--- src/rtl/mem8x16_pkg.sv ---
// Shared constants, FSM state type and address helper for the 7-row x 16-bit memory controller.
package mem8x16_pkg;

  localparam int unsigned DW       = 16;
  localparam int unsigned AW       = 3;
  localparam int unsigned NUM_ROWS = 7;

  localparam logic PORT_A = 1'b0;
  localparam logic PORT_B = 1'b1;

  typedef enum logic [2:0] {
    ST_IDLE,
    ST_SETUP,
    ST_STROBE,
    ST_CAPT,
    ST_RESP,
    ST_CLEAR
  } state_e;

  function automatic logic row_valid(input logic [AW-1:0] addr);
    return 32'(addr) < NUM_ROWS;
  endfunction

endpackage

--- src/rtl/mem8x16_ctrl_if.sv ---
// Request/response bus for ports A and B, clear request, and the controlled memory pins.
interface mem8x16_ctrl_if;
  import mem8x16_pkg::*;

  logic          a_valid;
  logic          a_we;
  logic [AW-1:0] a_addr;
  logic [DW-1:0] a_wdata;
  logic          a_ready;
  logic          a_rvalid;
  logic [DW-1:0] a_rdata;
  logic          a_err;

  logic          b_valid;
  logic          b_we;
  logic [AW-1:0] b_addr;
  logic [DW-1:0] b_wdata;
  logic          b_ready;
  logic          b_rvalid;
  logic [DW-1:0] b_rdata;
  logic          b_err;

  logic          clr;

  logic          mem_cs;
  logic          mem_we;
  logic [AW-1:0] mem_addr;
  logic [DW-1:0] mem_din;
  logic [DW-1:0] mem_dout;
  logic          mem_rst;

  modport slave (
    input  a_valid, a_we, a_addr, a_wdata,
    output a_ready, a_rvalid, a_rdata, a_err,
    input  b_valid, b_we, b_addr, b_wdata,
    output b_ready, b_rvalid, b_rdata, b_err,
    input  clr,
    output mem_cs, mem_we, mem_addr, mem_din, mem_rst,
    input  mem_dout
  );

  modport master (
    output a_valid, a_we, a_addr, a_wdata,
    input  a_ready, a_rvalid, a_rdata, a_err,
    output b_valid, b_we, b_addr, b_wdata,
    input  b_ready, b_rvalid, b_rdata, b_err,
    output clr,
    input  mem_cs, mem_we, mem_addr, mem_din, mem_rst,
    output mem_dout
  );

endinterface

--- src/rtl/mem8x16_ctrl_rr_arb2.sv ---
// Two-way arbiter: round-robin on ties, or port A always wins ties when FIXED_PRI is set.
module rr_arb2 import mem8x16_pkg::*; #(
  parameter bit FIXED_PRI = 1'b0
) (
  input  logic       clk,
  input  logic       rst_n,
  input  logic [1:0] req,
  input  logic       accept,
  output logic [1:0] gnt
);

  logic last_q, last_d;

  always_comb begin
    gnt = '0;
    case (req)
      2'b01:   gnt = 2'b01;
      2'b10:   gnt = 2'b10;
      2'b11:   gnt = (FIXED_PRI || last_q == PORT_B) ? 2'b01 : 2'b10;
      default: gnt = '0;
    endcase
  end

  always_comb begin
    last_d = last_q;
    if (accept) last_d = gnt[1] ? PORT_B : PORT_A;
  end

  always_ff @(posedge clk or negedge rst_n) begin
    if (!rst_n) last_q <= PORT_B;
    else        last_q <= last_d;
  end

endmodule

--- src/rtl/mem8x16_ctrl.sv ---
// Two-port access sequencer for the 7-row register memory: arbitrates A/B, phases each access
// so the row clock only rises on stable addr/din, and issues a one-cycle memory clear.
module mem8x16_ctrl import mem8x16_pkg::*; #(
  parameter bit FIXED_PRI = 1'b0
) (
  input  logic           clk,
  input  logic           rst_n,
  mem8x16_ctrl_if.slave  bus
);

  state_e        state_q, state_d;
  logic          clr_pend_q, clr_pend_d;
  logic          clear_q, clear_d;
  logic          port_q, port_d;
  logic          we_q, we_d;
  logic          mem_cs_q, mem_cs_d;
  logic          mem_we_q, mem_we_d;
  logic [AW-1:0] mem_addr_q, mem_addr_d;
  logic [DW-1:0] mem_din_q, mem_din_d;
  logic          a_rvalid_q, a_rvalid_d, b_rvalid_q, b_rvalid_d;
  logic          a_err_q, a_err_d, b_err_q, b_err_d;
  logic [DW-1:0] a_rdata_q, a_rdata_d, b_rdata_q, b_rdata_d;

  logic [1:0]    req, gnt;
  logic          accept;
  logic          sel_port, sel_we;
  logic [AW-1:0] sel_addr;
  logic [DW-1:0] sel_wdata;
  logic          rsp_valid, rsp_port, rsp_err;
  logic [DW-1:0] rsp_data;

  assign req = {bus.b_valid, bus.a_valid};

  rr_arb2 #(.FIXED_PRI(FIXED_PRI)) u_arb (
    .clk    (clk),
    .rst_n  (rst_n),
    .req    (req),
    .accept (accept),
    .gnt    (gnt)
  );

  assign sel_port  = gnt[1] ? PORT_B : PORT_A;
  assign sel_we    = gnt[1] ? bus.b_we    : bus.a_we;
  assign sel_addr  = gnt[1] ? bus.b_addr  : bus.a_addr;
  assign sel_wdata = gnt[1] ? bus.b_wdata : bus.a_wdata;

  always_comb begin
    state_d    = state_q;
    clr_pend_d = clr_pend_q | bus.clr;
    clear_d    = 1'b0;
    port_d     = port_q;
    we_d       = we_q;
    mem_cs_d   = 1'b0;
    mem_we_d   = 1'b0;
    mem_addr_d = mem_addr_q;
    mem_din_d  = mem_din_q;
    accept     = 1'b0;
    rsp_valid  = 1'b0;
    rsp_port   = port_q;
    rsp_err    = 1'b0;
    rsp_data   = '0;

    case (state_q)
      ST_IDLE: begin
        if (clr_pend_q) begin
          state_d = ST_CLEAR;
          clear_d = 1'b1;
        end else if (rst_n && (|req)) begin
          accept = 1'b1;
          port_d = sel_port;
          we_d   = sel_we;
          if (!row_valid(sel_addr)) begin
            state_d   = ST_RESP;
            rsp_valid = 1'b1;
            rsp_port  = sel_port;
            rsp_err   = 1'b1;
          end else begin
            // Reads raise cs already in SETUP; writes hold cs low until addr/din have settled.
            state_d    = ST_SETUP;
            mem_addr_d = sel_addr;
            mem_din_d  = sel_wdata;
            mem_cs_d   = ~sel_we;
          end
        end
      end
      ST_SETUP: begin
        mem_cs_d = 1'b1;
        mem_we_d = we_q;
        state_d  = we_q ? ST_STROBE : ST_CAPT;
      end
      ST_STROBE: begin
        state_d   = ST_RESP;
        rsp_valid = 1'b1;
      end
      ST_CAPT: begin
        state_d   = ST_RESP;
        rsp_valid = 1'b1;
        rsp_data  = bus.mem_dout;
      end
      ST_RESP:  state_d = ST_IDLE;
      ST_CLEAR: begin
        state_d    = ST_IDLE;
        clr_pend_d = bus.clr;
      end
      default:  state_d = ST_IDLE;
    endcase

    a_rvalid_d = rsp_valid & (rsp_port == PORT_A);
    b_rvalid_d = rsp_valid & (rsp_port == PORT_B);
    a_err_d    = a_rvalid_d & rsp_err;
    b_err_d    = b_rvalid_d & rsp_err;
    a_rdata_d  = a_rvalid_d ? rsp_data : '0;
    b_rdata_d  = b_rvalid_d ? rsp_data : '0;
  end

  always_ff @(posedge clk or negedge rst_n) begin
    if (!rst_n) begin
      state_q    <= ST_IDLE;
      clr_pend_q <= 1'b0;
      clear_q    <= 1'b0;
      port_q     <= PORT_A;
      we_q       <= 1'b0;
      mem_cs_q   <= 1'b0;
      mem_we_q   <= 1'b0;
      mem_addr_q <= '0;
      mem_din_q  <= '0;
      a_rvalid_q <= 1'b0;
      b_rvalid_q <= 1'b0;
      a_err_q    <= 1'b0;
      b_err_q    <= 1'b0;
      a_rdata_q  <= '0;
      b_rdata_q  <= '0;
    end else begin
      state_q    <= state_d;
      clr_pend_q <= clr_pend_d;
      clear_q    <= clear_d;
      port_q     <= port_d;
      we_q       <= we_d;
      mem_cs_q   <= mem_cs_d;
      mem_we_q   <= mem_we_d;
      mem_addr_q <= mem_addr_d;
      mem_din_q  <= mem_din_d;
      a_rvalid_q <= a_rvalid_d;
      b_rvalid_q <= b_rvalid_d;
      a_err_q    <= a_err_d;
      b_err_q    <= b_err_d;
      a_rdata_q  <= a_rdata_d;
      b_rdata_q  <= b_rdata_d;
    end
  end

  assign bus.a_ready  = accept & (sel_port == PORT_A);
  assign bus.b_ready  = accept & (sel_port == PORT_B);
  assign bus.a_rvalid = a_rvalid_q;
  assign bus.b_rvalid = b_rvalid_q;
  assign bus.a_err    = a_err_q;
  assign bus.b_err    = b_err_q;
  assign bus.a_rdata  = a_rdata_q;
  assign bus.b_rdata  = b_rdata_q;
  assign bus.mem_cs   = mem_cs_q;
  assign bus.mem_we   = mem_we_q;
  assign bus.mem_addr = mem_addr_q;
  assign bus.mem_din  = mem_din_q;
  assign bus.mem_rst  = ~rst_n | clear_q;

endmodule

--- src/flat_wrapper.sv ---
// flat-port wrapper written by rule: the top's interface ports become plain ports
module mem8x16_ctrl_flat import mem8x16_pkg::*;
#(
  parameter bit FIXED_PRI = 1'b0
)
  (clk, rst_n, bus_a_valid, bus_a_we, bus_a_addr, bus_a_wdata, bus_a_ready, bus_a_rvalid, bus_a_rdata, bus_a_err, bus_b_valid, bus_b_we, bus_b_addr, bus_b_wdata, bus_b_ready, bus_b_rvalid, bus_b_rdata, bus_b_err, bus_clr, bus_mem_cs, bus_mem_we, bus_mem_addr, bus_mem_din, bus_mem_rst, bus_mem_dout);
  mem8x16_ctrl_if bus_i ();
  input  logic clk;
  input  logic rst_n;
  input wire logic [$bits(bus_i.a_valid)-1:0] bus_a_valid;
  input wire logic [$bits(bus_i.a_we)-1:0] bus_a_we;
  input wire logic [$bits(bus_i.a_addr)-1:0] bus_a_addr;
  input wire logic [$bits(bus_i.a_wdata)-1:0] bus_a_wdata;
  output wire logic [$bits(bus_i.a_ready)-1:0] bus_a_ready;
  output wire logic [$bits(bus_i.a_rvalid)-1:0] bus_a_rvalid;
  output wire logic [$bits(bus_i.a_rdata)-1:0] bus_a_rdata;
  output wire logic [$bits(bus_i.a_err)-1:0] bus_a_err;
  input wire logic [$bits(bus_i.b_valid)-1:0] bus_b_valid;
  input wire logic [$bits(bus_i.b_we)-1:0] bus_b_we;
  input wire logic [$bits(bus_i.b_addr)-1:0] bus_b_addr;
  input wire logic [$bits(bus_i.b_wdata)-1:0] bus_b_wdata;
  output wire logic [$bits(bus_i.b_ready)-1:0] bus_b_ready;
  output wire logic [$bits(bus_i.b_rvalid)-1:0] bus_b_rvalid;
  output wire logic [$bits(bus_i.b_rdata)-1:0] bus_b_rdata;
  output wire logic [$bits(bus_i.b_err)-1:0] bus_b_err;
  input wire logic [$bits(bus_i.clr)-1:0] bus_clr;
  output wire logic [$bits(bus_i.mem_cs)-1:0] bus_mem_cs;
  output wire logic [$bits(bus_i.mem_we)-1:0] bus_mem_we;
  output wire logic [$bits(bus_i.mem_addr)-1:0] bus_mem_addr;
  output wire logic [$bits(bus_i.mem_din)-1:0] bus_mem_din;
  output wire logic [$bits(bus_i.mem_rst)-1:0] bus_mem_rst;
  input wire logic [$bits(bus_i.mem_dout)-1:0] bus_mem_dout;
  assign bus_i.a_valid = bus_a_valid;
  assign bus_i.a_we = bus_a_we;
  assign bus_i.a_addr = bus_a_addr;
  assign bus_i.a_wdata = bus_a_wdata;
  assign bus_a_ready = bus_i.a_ready;
  assign bus_a_rvalid = bus_i.a_rvalid;
  assign bus_a_rdata = bus_i.a_rdata;
  assign bus_a_err = bus_i.a_err;
  assign bus_i.b_valid = bus_b_valid;
  assign bus_i.b_we = bus_b_we;
  assign bus_i.b_addr = bus_b_addr;
  assign bus_i.b_wdata = bus_b_wdata;
  assign bus_b_ready = bus_i.b_ready;
  assign bus_b_rvalid = bus_i.b_rvalid;
  assign bus_b_rdata = bus_i.b_rdata;
  assign bus_b_err = bus_i.b_err;
  assign bus_i.clr = bus_clr;
  assign bus_mem_cs = bus_i.mem_cs;
  assign bus_mem_we = bus_i.mem_we;
  assign bus_mem_addr = bus_i.mem_addr;
  assign bus_mem_din = bus_i.mem_din;
  assign bus_mem_rst = bus_i.mem_rst;
  assign bus_i.mem_dout = bus_mem_dout;
  mem8x16_ctrl #(.FIXED_PRI(FIXED_PRI)) u_core (.clk(clk), .rst_n(rst_n), .bus(bus_i));
endmodule
--- config.mk ---
export PLATFORM = sky130hd
export DESIGN_NAME = mem8x16_ctrl_flat
export DESIGN_NICKNAME = d
export VERILOG_FILES = /design/src/rtl/mem8x16_pkg.sv /design/src/rtl/mem8x16_ctrl_if.sv /design/src/rtl/mem8x16_ctrl_rr_arb2.sv /design/src/rtl/mem8x16_ctrl.sv /design/src/flat_wrapper.sv
export SDC_FILE = /design/constraint.sdc
export NUM_CORES = 1
export LEC_CHECK = 0
export ABC_AREA = 1
export BUFFER_PORTS_ARGS = -buffer_cell sky130_fd_sc_hd__clkbuf_2
export CAP_MARGIN = 20
export CELL_PAD_IN_SITES_DETAIL_PLACEMENT = 0
export CELL_PAD_IN_SITES_GLOBAL_PLACEMENT = 1
export CORE_MARGIN = 1.5
export CORE_UTILIZATION = 36
export CTS_CLUSTER_SIZE = 20
export DETAILED_ROUTE_END_ITERATION = 7
export PLACE_DENSITY = 0.83
export SETUP_SLACK_MARGIN = 0.2
export SLEW_MARGIN = 5
export SYNTH_ARGS = -nofsm -noshare
export SYNTH_HDL_FRONTEND = slang
export SYNTH_SLANG_ARGS = --single-unit
--- constraint.sdc ---
create_clock -name clk -period 4.05 [get_ports clk]
set_input_delay 0.81 -clock clk [delete_from_list [all_inputs] [get_ports clk]]
set_output_delay 0.81 -clock clk [all_outputs]
set_load 0.005 [all_outputs]
# Word-level counts from Yosys, hierarchy flattened
# Index checks and enable logic that the tools add are counted.
# word_totals
out_inout_bits	60
reg_bits	65
# op_classes
n_mux	34
order_cmp	1
eq_ne	8
reduce_logical	6
bitwise_logic	13
# ops
operator	n
two-way mux 16 bit	4
two-way mux 1 bit	21
two-way mux 3 bit	4
case mux 3 bit (3 select lines)	1
AND 1 bit	6
== test 3 x 2 -> 1 bit (second input constant)	2
case mux 2 bit (3 select lines)	1
inverter 1 bit	5
== test 2 bit (second input constant)	2
case mux 1 bit (2 select lines)	2
AND reduction 4 bit	1
OR reduction 2 bit	2
== test 3 x 1 -> 1 bit (second input constant)	1
== test 3 bit (second input constant)	1
zero test 3 bit	1
less-than comparator 3 bit (second input constant)	1
inequality test 3 x 1 -> 1 bit (second input constant)	1
AND reduction 3 bit	1
== test 2 x 1 -> 1 bit (second input constant)	1
two-way mux 2 bit	1
OR 1 bit	2
logical AND 1 bit	1

# Logic depth before layout (Yosys ltp)
# Gate-level depths: netlist of the first run.
# logic_depth
word_depth	11
ltp_mapped	11
mapped_depth_nobuf	10

# Hierarchy
# A second synthesis of the first run with hierarchy kept.
# unflattened
hier_cells	275
area_unflattened_um2	2592.5
# by_module_without_submodules
mod	n_inst	cells_each	area_each_um2
mem8x16_ctrl	1	266	2528.7
rr_arb2	1	9	63.8

# Worst setup path after synthesis of the first run
# No wires, ideal clock.
# synth_path
path_kind	input-to-output
from	input bus_a_valid
to	output bus_b_ready
t_arrival_ps	1377
required_time_ps	3240
path_slack_ps	1863
path_stages	6
path_cell_list	nand2_2 -> nand2_2 -> buf_6 -> inv_2 -> nand2_1 -> inv_1
# synth_between
elab_chain_len	6
word_cells_on_any_way	11
cone_classes	3 x eq/ne; 5 x mux; 1 x bitwise; 2 x reduce/logical
# synth_lines
element	line_no	rtl
from (decl)	flat_wrapper.sv:10	input wire logic [$bits(bus_i.a_valid)-1:0] bus_a_valid;
OR reduction 2 bit	mem8x16_ctrl.sv:68	end else if (rst_n && (|req)) begin
logical AND 1 bit	mem8x16_ctrl.sv:68	
two-way mux 1 bit	mem8x16_ctrl.sv:68	
two-way mux 1 bit	mem8x16_ctrl.sv:65	if (clr_pend_q) begin
two-way mux 1 bit	mem8x16_ctrl.sv:63	case (state_q)
AND 1 bit (*)	mem8x16_ctrl.sv:153	assign bus.b_ready = accept & (sel_port == PORT_B);
to (decl)	flat_wrapper.sv:22	output wire logic [$bits(bus_i.b_ready)-1:0] bus_b_ready;
# Every way passes the cells marked *; elsewhere a longest branch is shown, timed or not.

# Worst setup path in the final report of the first run
# Same ends and word-level chain as after synthesis.

==> results of run 1 <==
## cell usage in the layout (no fill, tap or decap), types with 3 or more instances in the layout
master | synthesis | layout
nand2_1 | 133 | 133
clkbuf_2 | 0 | 119
dfrtp_1 | 64 | 64
nor2_1 | 28 | 28
inv_1 | 17 | 17
nor2_2 | 15 | 15
clkbuf_8 | 0 | 11
nand2_2 | 9 | 9
nand3_1 | 5 | 5
o21ai_0 | 4 | 4
inv_2 | 4 | 4
clkinvlp_4 | 0 | 4
nor3_1 | 3 | 3
## critical path: stages
cell and delay, ps:
clkbuf_2 100, nand2_2 110, nand2_2 80, buf_4 210, inv_2 280, nand2_1 120
inv_1 70, clkbuf_2 100
## layer usage
layer  wire length (um)  up-vias  track usage
met4                112        0       0.0754
li1                   -     1171            -
met1               2720     1062        0.193
met3                289       10       0.0328
met5                  0        -            0
met2               2990       72        0.260
## area by class of cell
| class | instances | area, sq um |
|---|---|---|
| sequential | 65 | 1630 |
| fill | 752 | 3730 |
| inverter | 21 | 78.8 |
| clock inverter | 5 | 38.8 |
| timing repair buffer | 122 | 616 |
| multi-input combinational | 210 | 967 |
| tap | 99 | 124 |
| clock buffer | 11 | 151 |
## cell usage after synthesis (all sizes together)
master  count
nand2     143
dfrtp      64
dfstp       1
buf         7
o21bai      1
a21oi       2
o21ai       5
nand3       7
o22ai       1
nand3b      1
inv        21
nor3        3
clkbuf      2
nor2       45
nand4       2
## stage by stage
| step | utilization | instances | area [sq um] |
|---|---|---|---|
| floorplan | - | 305 | 2750 |
| global placement | 0.466 | 517 | 3410 |
| detailed placement | 0.466 | 517 | 3410 |
| CTS | 0.492 | 533 | 3600 |
| global route | 0.492 | 533 | 3600 |
| finish | 0.492 | 533 | 3600 |
## cells by family (layout without fill, tap and decap cells)
family	Yosys count	in the layout	synth area share
AOI/OAI and AO/OA	9	9	0.0191
and+or+nand+nor	201	201	0.333
buffers and inverters	30	159	0.0551
DFF	65	65	0.593
## sequential cells by signal (all words and copies together) (netlist names), 3 cells and up
register / cells
u_core.bus.a_rdata: 16
u_core.bus.mem_din: 16
u_core.state_q: 3
u_core.bus.mem_addr: 3
u_core.bus.b_rdata: 16
## power by group
| part | switching, mW | internal (mW) |
|---|---|---|
| combinational | 0.334 | 0.212 |
| sequential | 0.0809 | 0.795 |
| clock | 0.257 | 0.257 |
| total | 0.672 | 1.26 |
## worst max path at each step
stage                      startpoint     endpoint  cells past startpoint
final                     bus_a_valid  bus_b_ready                      8
after global routing            rst_n  bus_mem_rst                      4
after CTS                       rst_n  bus_mem_rst                      4
after detailed placement        rst_n  bus_mem_rst                      4
after global placement          rst_n  bus_mem_rst                      4
after floorplan           bus_a_valid  bus_b_ready                      6
==> results.toml, run 1 <==
[status]
outcome = "complete, no violations"

[power]
p_leak_nw = 2.09
power_density_nw_per_um2 = 537
vdd_drop_max_mv = 0.176
power_mw = 1.94

[hold_path]
min_path_type = "in2async"

[die]
die_width_um = 90.3
start_util = 0.375
io_pins = 121
die-area_sq_um = 8160
die_height_um = 90.3
rows = 31
coreArea_sq_um = 7330

[drt]
ant_nets = 0
firstDrtPassIters = 4
first_iter_violations = 82
post-route-drc-count = 0
wl_mm = 6.11
viasPerCell = 4.34
post_drt_wl_per_cell_um = 11.5
vias = 2315

[clock_network]
clkLatencyLatePin_ps = 340
cts_inserted_buffers = 9
clkSinkCount = 65
clkTransAtPathRegs_ps = 70
clockBufferDepth = 2
ctsResizeCount = 0
hold_buffers = 0
cts_tree = "done"
htree_levels = 3
root_buffer = "clkbuf_8"
post_cts_buffers = 0

[setup_path]
path_max_fanout = 21
end_kind = "primary output"
path_class = "in2out"
worstPathRequired_ps = 3240
arrival_ps = 1900
reg2regPathDepth = 11
r2r_end = "u_core.bus.mem_din[8]$_DFFE_PN0P_"
r2r_slack_ps = 1840
crit_path_start_kind = "input port"
r2r-start = "u_core.u_arb.last_q$_DFFE_PN1P_"

[logic_synthesis]
ys_seq_area_frac = 0.593
yosysWarningCount = 0
synth_nets = 366
yosysTopAreaCell = "dfrtp_1"
synth_top_cells_by_area = "dfrtp_1 58%, nand2_1 18%, nor2_1 3.8%, nor2_2 3.4%, inv_1 2.3%"
synth_seq_cells = 65
syn_area_sq_um = 2750
ys_types = 26
synthCells = 305
synth.avg_cell_area_sq_um = 9.00
synth.top_cell.area_share = 0.583

[run]
drv_cap = 0

[sta]
fmax_ghz = 0.369
clock_skew_ps = 10.6
final.setup.worst_slack_ps = 1340
setup-tns-final_ps = 0
whs_ps = 470
post-route-min-period_ps = 2710
hold_viol_final = 0
slew_violations = 0
rsz0062_at_grt = "false"
slew_headroom = 0.475
worstMarginPinSlew_ps = 788
setup_violations = 0
fin_crit_sh = 0.669

[place]
gp_congestion = 0.747
dp_hpwl_mm = 4.45
pre_cts_ws_ps = 1300
port_buffers = 120

[grt]
grt_max_degree = 66
grt_usage = 0.156
grt-ovfl-total = 0
grt_pass1_wl_mm = 10.1
grt_pass1_vias = 2185
antenna_found_initial = 0

[final_layout]
drive_above_1_share = 0.403
layout.nets = 490
area_delta_synth_final_pct = 31.2
num_antenna_cells = 0
(Power assumes the default switching activity.)
==> run 2: changes to the inputs <==
- ABC_AREA: 1 -> 0
- CORE_UTILIZATION: 36 -> 35
- PLACE_DENSITY: 0.83 -> 0.77
- clock period: 4.05 -> 2.6 ns (I/O delays scaled with it)
==> results.toml, run 2 <==
[power]
power_density_nw_per_um2 = 909
vdd_drop_max_mv = 0.340
power_mw = 3.24
p_leak_nw = 2.00

[drt]
firstDrtPassIters = 4
first_iter_violations = 56
post-route-drc-count = 0
ant_nets = 0
post_drt_wl_per_cell_um = 13.9
wl_mm = 5.82
vias = 1907
viasPerCell = 4.55

[die]
die-area_sq_um = 7960
start_util = 0.361
coreArea_sq_um = 7210
io_pins = 121
die_width_um = 89.2
rows = 31
die_height_um = 89.2

[logic_synthesis]
yosys.cell_count.top_type = "dfrtp_1"
synthCells = 187
yosysTopAreaCell = "dfrtp_1"
synthMuxAreaShare = 0.154
synth-async-reset-ratio = 1.00
ys_types = 30
synth.top_cell.area_share = 0.616
synth_common_cells = "64 x dfrtp_1, 32 x mux2_2, 27 x and3_1"
synth_nets = 248
synthAdderAreaFrac = 0
synth_seq_cells = 65
ys_seq_area_frac = 0.626
synth_edf_count = 0
syn_area_sq_um = 2600
yosysWarningCount = 0
synthXorXnorAreaFrac = 0
synth.avg_cell_area_sq_um = 13.9
synth_top_family_by_area = "multiplexers"
ys.flop_type = "dfrtp_1"
synth_top_cells_by_area = "dfrtp_1 62%, mux2_2 14%, and3_1 6.5%, and3_2 2.0%, buf_6 1.7%"
synthSimpleGateAreaFrac = 0.130
synth-compound-area-share = 0.0572

[sta]
clock_skew_ps = 9.62
worstMarginPinSlew_ps = 805
slew_headroom = 0.463
setup_violations = 0
slew_violations = 0
fmax_ghz = 0.440
post-route-min-period_ps = 2270
fin_crit_sh = 0.875
rsz0062_at_grt = "false"
setup-tns-final_ps = 0
hold_viol_final = 0

[final_layout]
n_fill_cell = 667
layout_common_cells = "119 x clkbuf_2, 64 x dfrtp_1, 32 x mux2_2"
final_common_cell = "clkbuf_2"
multi_input_area_sq_um = 895
drive_above_1_share = 0.600
num_antenna_cells = 0
layout.nets = 376
seq_area_sq_um = 1630
area_delta_synth_final_pct = 37.1
fin_util = 0.494

[setup_path]
r2r_slack_ps = 530
path_max_fanout = 5
cp_slowest_stage_delay_ps = 420
worstPathCellList = "or3_4, or3_1, nor2_1, clkbuf_2"
arrival_ps = 1750
worst-path-buf-inv = 1
worstPathRequired_ps = 2080
crit_path_start_kind = "register"
path_class = "reg2out"
cp_top_family = "simple AND/OR/NAND/NOR gates"
critPathSlowestCell = "or3_4"
end_kind = "primary output"

[clock_network]
post_cts_buffers = 0
cts_tree = "done"
clockBufferDepth = 2
hold_buffers = 0
ctsResizeCount = 0
clkSinkCount = 65
htree_levels = 3
clkTransAtPathRegs_ps = 70
cts_inserted_buffers = 9
root_buffer = "clkbuf_8"
clkLatencyLatePin_ps = 340

[status]
outcome = "complete, no violations"

[grt]
grt_pass1_vias = 1786
grt_max_degree = 66
grt_usage = 0.149
grt_pass1_wl_mm = 8.66
grt-ovfl-total = 0
antenna_found_initial = 0

[hold_path]
min_path_type = "in2reg"

[run]
drv_cap = 0

[place]
gp_congestion = 0.812
dp_hpwl_mm = 4.02
port_buffers = 120
## run 2: power by group
part           internal, mW  switching, mW
sequential             1.25          0.143
clock                 0.666          0.398
combinational         0.427          0.359
total                  2.34          0.900
## run 2: worst paths after layout
kind,startpoint,end,depth (start not counted)
min in group asynchronous,rst_n,u_core.state_q[0]$_DFFE_PN0P_,2
max in group asynchronous,rst_n,u_core.bus.mem_din[7]$_DFFE_PN0P_,2
setup / recovery,u_core.state_q[2]$_DFFE_PN0P_,bus_a_ready,4
hold / removal,bus_clr,u_core.clr_pend_q$_DFF_PN0_,2
setup reg to reg,u_core.state_q[2]$_DFFE_PN0P_,u_core.bus.a_rdata[9]$_DFF_PN0_,5
hold reg to reg,u_core.bus.mem_din[3]$_DFFE_PN0P_,u_core.bus.mem_din[3]$_DFFE_PN0P_,1
## run 2: routing by layer
metal | part of all wire | GRT usage | wire length [um]
met1 | 0.44 | 0.189 | 2560
met2 | 0.41 | 0.203 | 2390
met3 | 0.14 | 0.102 | 804
met4 | 0.012 | 0.0503 | 70
met5 | 0 | 0 | 0
## run 2: worst register-to-register path, cell delays in order (launching register included)
cell     delay (ps)
dfrtp_1         410
or3_4           420
or3_1           340
buf_4           190
o22ai_4         400
and3_2          260
## run 2: cells by family after synthesis
group | count (synthesis)
AOI/OAI and AO/OA | 16
muxes | 36
DFF | 65
buffers and inverters | 14
and+or+nand+nor | 56
## run 2: layout make-up
class,count,share of cell area
clock buffer,10,0.0386
timing repair buffer,127,0.183
tap,99,0.0347
sequential,65,0.456
multi-input combinational,108,0.251
inverter,4,0.00421
clock inverter,6,0.0323
## run 2: per-stage QoR
stage          setup WS [ps]  std cells  hold WS, ps  area [sq um]
2_1_floorplan            675        187          224          2600
3_3_place_gp             515        403          490          3310
3_5_place_dp             477        403          496          3310
4_1_cts                  256        419          351          3560
5_1_grt                  241        419          346          3570
6_report                 326        419          364          3570
